===== src/rtl/nios2_mul_arb_pkg.sv =====
// Shared types and constants for the multiplier-cell arbiter.
//   MUL_LATENCY : cell pipeline depth (input register + output register)
//   MUL_ID_W    : width of the requester tag carried down the pipe
//   MUL_DATA_W  : operand / result width
//   mul_req_t   : one multiply request as presented by a requester
package nios2_mul_arb_pkg;

  localparam int MUL_LATENCY = 2;
  localparam int MUL_ID_W    = 1;
  localparam int MUL_DATA_W  = 32;

  typedef struct packed {
    logic [MUL_DATA_W-1:0] a;
    logic [MUL_DATA_W-1:0] b;
    logic                  signed_a;
    logic                  signed_b;
  } mul_req_t;

endpackage


===== src/rtl/rr_arbiter2.sv =====
// Two-way round-robin arbiter.
//   clk, reset_n   : clock, synchronous active-low reset
//   valid0/valid1  : requester valids
//   update         : a grant was consumed this cycle; remember it
//   grant          : selected requester (0 when nobody is valid)
// After reset 'last' is 1 so requester 0 wins the first contention.
module rr_arbiter2 (
  input  logic clk,
  input  logic reset_n,
  input  logic valid0,
  input  logic valid1,
  input  logic update,
  output logic grant
);

  logic last;

  // NOTE: sequential state is written with non-blocking assignments only,
  // so every flop samples values from before the edge.
  always_ff @(posedge clk) begin
    if (!reset_n) begin
      last <= 1'b1;
    end else if (update) begin
      last <= grant;
    end
  end

  // Sole valid requester wins; on contention the one not granted last wins.
  always_comb begin
    if (valid0 && valid1) begin
      grant = ~last;
    end else begin
      grant = valid1;
    end
  end

endmodule


===== src/rtl/nios2_mul_cell_arbiter.sv =====
// Round-robin arbiter and pipeline sequencer for a shared 2-stage 32x32
// multiplier cell.
//   clk, reset_n                  : clock, synchronous active-low reset
//   reqN_valid / reqN_ready       : request handshake, N = 0,1
//   reqN_a, reqN_b, reqN_signed_* : operands and signedness
//   mul_dataa/b, mul_signa/b      : operands to the cell (granted requester)
//   mul_en_in / mul_en_out        : cell input / output register enables
//   mul_result                    : cell registered result (low DATA_W bits)
//   rsp_valid/rsp_id/rsp_data     : tagged response, held until rsp_ready
//   busy                          : an operation is in flight
// v1/id1 shadow the cell input stage, v2/id2 the output stage. When a
// response is stalled the whole pipe (cell registers included) freezes.
module nios2_mul_cell_arbiter
  import nios2_mul_arb_pkg::*;
#(
  parameter int DATA_W  = MUL_DATA_W,
  parameter int LATENCY = MUL_LATENCY
) (
  input  logic              clk,
  input  logic              reset_n,
  input  logic              req0_valid,
  output logic              req0_ready,
  input  logic [DATA_W-1:0] req0_a,
  input  logic [DATA_W-1:0] req0_b,
  input  logic              req0_signed_a,
  input  logic              req0_signed_b,
  input  logic              req1_valid,
  output logic              req1_ready,
  input  logic [DATA_W-1:0] req1_a,
  input  logic [DATA_W-1:0] req1_b,
  input  logic              req1_signed_a,
  input  logic              req1_signed_b,
  output logic [DATA_W-1:0] mul_dataa,
  output logic [DATA_W-1:0] mul_datab,
  output logic              mul_signa,
  output logic              mul_signb,
  output logic              mul_en_in,
  output logic              mul_en_out,
  input  logic [DATA_W-1:0] mul_result,
  output logic              rsp_valid,
  output logic              rsp_id,
  output logic [DATA_W-1:0] rsp_data,
  input  logic              rsp_ready,
  output logic              busy
);

  // The sequencer tracks exactly two cell stages.
  if (LATENCY != MUL_LATENCY) begin : g_bad_latency
    $error("nios2_mul_cell_arbiter supports LATENCY == 2 only");
  end

  logic                v1;
  logic                v2;
  logic [MUL_ID_W-1:0] id1;
  logic [MUL_ID_W-1:0] id2;
  logic                adv;
  logic                any_valid;
  logic                accept;
  logic                grant;
  mul_req_t            req0;
  mul_req_t            req1;
  mul_req_t            sel;

  // The pipe moves whenever the output stage is empty or being drained.
  assign adv       = ~v2 | rsp_ready;
  assign any_valid = req0_valid | req1_valid;
  // Holding off accepts during reset keeps both readies low while reset_n=0.
  assign accept    = adv & any_valid & reset_n;

  rr_arbiter2 u_rr (
    .clk     (clk),
    .reset_n (reset_n),
    .valid0  (req0_valid),
    .valid1  (req1_valid),
    .update  (accept),
    .grant   (grant)
  );

  assign req0_ready = accept & ~grant & req0_valid;
  assign req1_ready = accept &  grant & req1_valid;

  assign req0 = '{a: req0_a, b: req0_b, signed_a: req0_signed_a, signed_b: req0_signed_b};
  assign req1 = '{a: req1_a, b: req1_b, signed_a: req1_signed_a, signed_b: req1_signed_b};

  // NOTE: every variable assigned in always_comb gets a value on every path;
  // the default-first form here keeps the mux from inferring a latch.
  always_comb begin
    sel = req0;
    if (grant) begin
      sel = req1;
    end
  end

  assign mul_dataa  = sel.a;
  assign mul_datab  = sel.b;
  assign mul_signa  = sel.signed_a;
  assign mul_signb  = sel.signed_b;
  assign mul_en_in  = adv;
  assign mul_en_out = adv;

  always_ff @(posedge clk) begin
    if (!reset_n) begin
      v1  <= 1'b0;
      v2  <= 1'b0;
      id1 <= '0;
      id2 <= '0;
    end else if (adv) begin
      v2  <= v1;
      id2 <= id1;
      v1  <= accept;
      id1 <= grant;
    end
  end

  assign rsp_valid = v2;
  assign rsp_id    = id2;
  assign rsp_data  = mul_result;
  assign busy      = v1 | v2;

endmodule


===== config.mk =====
export PLATFORM = sky130hd
export DESIGN_NAME = nios2_mul_cell_arbiter
export DESIGN_NICKNAME = d
export VERILOG_FILES = /design/src/rtl/nios2_mul_arb_pkg.sv /design/src/rtl/rr_arbiter2.sv /design/src/rtl/nios2_mul_cell_arbiter.sv
export SDC_FILE = /design/constraint.sdc
export NUM_CORES = 1
export LEC_CHECK = 0
export ABC_AREA = 1
export CORE_AREA = 5 5 104 106
export DETAILED_ROUTE_END_ITERATION = 6
export DIE_AREA = 0 0 109 111
export PLACE_DENSITY = 0.76
export REMOVE_ABC_BUFFERS = 1
export SYNTH_ARGS = -nofsm -noshare
export SYNTH_HDL_FRONTEND = slang
export SYNTH_SLANG_ARGS = --single-unit

===== constraint.sdc =====
create_clock -name clk -period 1.49 [get_ports clk]
set_input_delay 0.447 -clock clk [delete_from_list [all_inputs] [get_ports clk]]
set_output_delay 0.447 -clock clk [all_outputs]
set_load 0.05 [all_outputs]

---- After elaboration in Yosys (flattened, before gate mapping) ----
Index checks and enable logic that the tools add are counted.
word-level totals
  logic and storage cells ................. 20
  register bits after elaboration ......... 5
  bits of input ports ..................... 169
  output and inout bits ................... 105
cells by class
  muxes and demuxes ....................... 2
  bitwise logic cells ..................... 12
  reduce and logical (&&, ||, !) cells .... 1
operators by type and width
  kind               count
  66-bit 2-to-1 mux  1
  1-bit AND          6
  1-bit NOT          3
  1-bit bitwise OR   3
  1-bit logical AND  1
  1-bit 2-to-1 mux   1

---- Depth between registers and ports, before layout ----
  depth after elaboration ................. 6
  mapped depth ............................ 7
  mapped depth without buffers ............ 5

---- By module ----
A second synthesis with hierarchy kept.
second synthesis, totals
  cells, all modules ...................... 283
  area, all modules ....................... 1,345.0 sq um
by module, submodules not included
  module                  cells an instance  seq. area each (sq um)  area each (sq um)  times used
  nios2_mul_cell_arbiter  275                80.1                    1,293.7            1
  rr_arbiter2             8                  20.0                    51.3               1

---- Worst setup path before layout ----
OpenSTA, ideal clock, no wires.
  kind .................................... register -> output
  start point ............................. register v2, in the netlist rsp_valid
  end point ............................... output port req0_ready
  buffers on the path ..................... 0
  arrival time ............................ 1,952 ps
  stages on the path, launching flop included .. 4
  setup slack ............................. -909 ps
  required time ........................... 1,043 ps
  cell sequence ........................... dfxtp_1 -> nand2_1 -> nand3_1 -> nor2_1
on the way
  cells in the longest elaborated chain, start to end .. 6
RTL lines
  what                     RTL line                       RTL
  from (decl)              nios2_mul_cell_arbiter.sv:53   logic v2;
  from (signal assigned)   nios2_mul_cell_arbiter.sv:108  v2 <= v1;
  1-bit NOT                nios2_mul_cell_arbiter.sv:65   assign adv = ~v2 | rsp_ready;
  1-bit bitwise OR         nios2_mul_cell_arbiter.sv:65
  via mul_en_in            nios2_mul_cell_arbiter.sv:37   output logic mul_en_in,
  1-bit AND (2 in series)  nios2_mul_cell_arbiter.sv:68   assign accept = adv & any_valid & reset_n;
  1-bit AND (2 in series)  nios2_mul_cell_arbiter.sv:79   assign req0_ready = accept & ~grant & req0_valid;
  to (decl)                nios2_mul_cell_arbiter.sv:22   output logic req0_ready,
The timed path passes the listed nets, and every way through them passes these cells.

---- Final worst setup path ----
  start point ............................. input port req0_valid
  end point ............................... output port mul_datab[8]
on the way
  cells in the longest elaborated chain, start to end .. 3
RTL lines
  what               RTL line                      RTL
  from (decl)        nios2_mul_cell_arbiter.sv:21  input logic req0_valid,
  1-bit logical AND  rr_arbiter2.sv:30             if (valid0 && valid1) begin
  1-bit 2-to-1 mux   rr_arbiter2.sv:30
  66-bit 2-to-1 mux  nios2_mul_cell_arbiter.sv:89  if (grant) begin
  to (decl)          nios2_mul_cell_arbiter.sv:34  output logic [DATA_W-1:0] mul_datab,
No other way between the ends.

==> results.json <==
{
  "drtAntennaViolNets": 0,
  "h-tree-depth": 1,
  "cap_viol_max_count": 0,
  "path_clk_slew_ns": 0.03,
  "cts_sinks": 5,
  "antenna_cells": 0,
  "startpoint_type": "input port",
  "ys_seq_area_share_pct": 7.78,
  "stdcell_count": 608,
  "hold_class": "register to register",
  "p_total_w": 0.00342,
  "initial_core_util_pct": 13.3,
  "syn_avg_cell_area_um2": 4.69,
  "synthMuxAreaShare_pct": 0,
  "dp_hpwl_um": 8740,
  "power.density_mw_per_mm2": 593,
  "drtIter0Drc": 60,
  "synth_top_area_share_pct": 58.9,
  "num-fill-cells": 731,
  "grt_pass1_wl_um": 17300,
  "io_buffers": 209,
  "grt_max_degree": 18,
  "p_leak_nw": 2.78,
  "drt_wl_total_um": 13100,
  "cts_buffer_depth": 2,
  "die_y_um": 111,
  "nNetsFinal": 645,
  "track_usage_pct": 19.3,
  "netlist_area_mm2": 0.00129,
  "r2r_slack_ns": 0.27,
  "yosysTopAreaCell": "nand2_1",
  "postSynthCellCount": 274,
  "hold_violations": 0,
  "core_mm2": 0.00968,
  "synth-seq-cells": 5,
  "cp-end-kind": "primary output",
  "routedWlPerCell_um": 21.5,
  "fin_ws_ns": -0.450,
  "yosysWarningCount": 0,
  "rows": 36,
  "required_ns": 1.04,
  "synth_compound_area_share_pct": 3.21,
  "cts_tree": "built",
  "tightest_slew_ns": 0.228,
  "dp_slack_ns": -0.884,
  "ys_types": 15,
  "cp_data_arrival_time_ns": 1.49,
  "slew_headroom_pct": 84.7,
  "min_period_over_period_pct": 130,
  "setup_viol": 68,
  "fmax_mhz": 515,
  "violations": "negative setup slack",
  "cts_buffers": 3,
  "seq_area_um2": 103,
  "drc": 0,
  "gp_congestion": 0.800,
  "synth_xor_area_share_pct": 0,
  "area_delta_synth_final_pct": 349,
  "via_count": 2601,
  "synth_area_leaders": "nand2_1 59%, buf_4 22%, dfxtp_1 7.8%, buf_6 1.8%, clkbuf_1 1.8%",
  "yosys.area_share.simple_pct": 61.1,
  "post-route-min-period_ns": 1.94,
  "maxSlewViolCount": 0,
  "status": "finished, violations left",
  "grt_pass1_vias": 2967,
  "worstSkewPairLatency_ns": 0.22,
  "root_buffer": "clkbuf_8",
  "drive_gt1_share_pct": 63.2,
  "dieArea_mm2": 0.0121,
  "overflow": 0,
  "placedCellCount": 578,
  "fin_util_pct": 59.6,
  "crit_path_max_fanout": 8,
  "synth-adder-area-share_pct": 0,
  "ir_drop_uv": 563,
  "via_per_inst": 4.28,
  "dr.pass1.iters": 4,
  "multi_input_area_mm2": 0.00198,
  "antenna_found_initial": 0,
  "critPathKind": "input port to primary output",
  "synth_top_family_by_area": "simple AND/OR/NAND/NOR gates",
  "skew_ns": 0.00136,
  "rsz0062_at_grt": "yes",
  "pin_count": 274,
  "die_w_um": 109
}
[power breakdown]
group	internal, W	leakage, nW	switching (W)
Clock	0.000183	0.0228	0.0000613
Sequential	0.000147	0.0416	0.00000847
Combinational	0.00151	2.72	0.00151
Total	0.00184	2.78	0.00158
[cells by family after synthesis]
| group | Yosys count |
|---|---|
| compound gates | 7 |
| buf+inv | 54 |
| flops | 5 |
| simple gates | 208 |
[flip-flops by register name, indices dropped and copies added (netlist names)]
register / count
rsp_id: 1
id1: 1
u_rr.last: 1
v1: 1
rsp_valid: 1
[cells in the final DEF, fill, tap and decap left out, types with 4 or more instances in the layout]
cell,count
buf_6,11
buf_4,7
nand2_4,137
buf_16,11
nand2_2,39
a21oi_1,4
nand2_1,26
buf_12,79
clkdlybuf4s50_1,132
inv_1,4
[routing by layer]
metal | global-route usage [%] | up-vias | routed length, µm
li1 | - | 1187 | -
met2 | 35.7 | 182 | 6870
met1 | 18.1 | 1214 | 4200
met4 | 3.87 | 2 | 180
met5 | 6.25 | - | 90
met3 | 10.3 | 16 | 1770
[final timing paths]
| check | start | endpoint | depth (start not counted) |
|---|---|---|---|
| worst max-delay path | req0_valid | mul_datab[8] | 8 |
| worst min-delay path | v1$_SDFFE_PN0P_ | rsp_valid$_SDFFE_PN0P_ | 2 |
| worst max register to register | u_rr.last$_SDFFE_PN1N_ | u_rr.last$_SDFFE_PN1N_ | 6 |
| worst min register to register | v1$_SDFFE_PN0P_ | rsp_valid$_SDFFE_PN0P_ | 2 |
[worst max-delay path: stages]
cell	delay (ns)
buf_6	0.10
a21oi_4	0.23
inv_6	0.07
buf_12	0.15
buf_16	0.15
nand2_1	0.12
nand2_4	0.07
buf_12	0.14
[what timing repair did]
item,4_1_cts,5_1_grt
pin swaps,55,18
buffers inserted,16,2
resized for setup,285,85
endpoints found under the setup margin,71,71
endpoints found under the hold margin,0,0
hold buffers,0,0
gates cloned,13,0
[synth_stat cells (all sizes together)]
cell,number
or2,1
inv,7
o21ai,1
nand3,2
nand2,202
clkbuf,6
nor2,3
buf,41
dfxtp,5
o31ai,1
a21oi,5
[per-stage QoR]
stage	hold slack (ns)	instance area (µm²)	TNS, ns
after CTS	0.464	5510	-29.32
final	0.463	5770	-28.08
after floorplan	0.436	953	-145.03
after global routing	0.504	5770	-30.34
after detailed placement	0.460	4040	-52.96
after global placement	0.445	4040	-51.21
[area by class of cell]
type	instances	area share [%]
Sequential cell	5	1.78
Clock buffer	4	0.781
Timing Repair Buffer	244	59.7
Multi-Input combinational cell	215	34.3
Tap cell	133	2.88
Inverter	7	0.542
(Power assumes the default switching activity.)
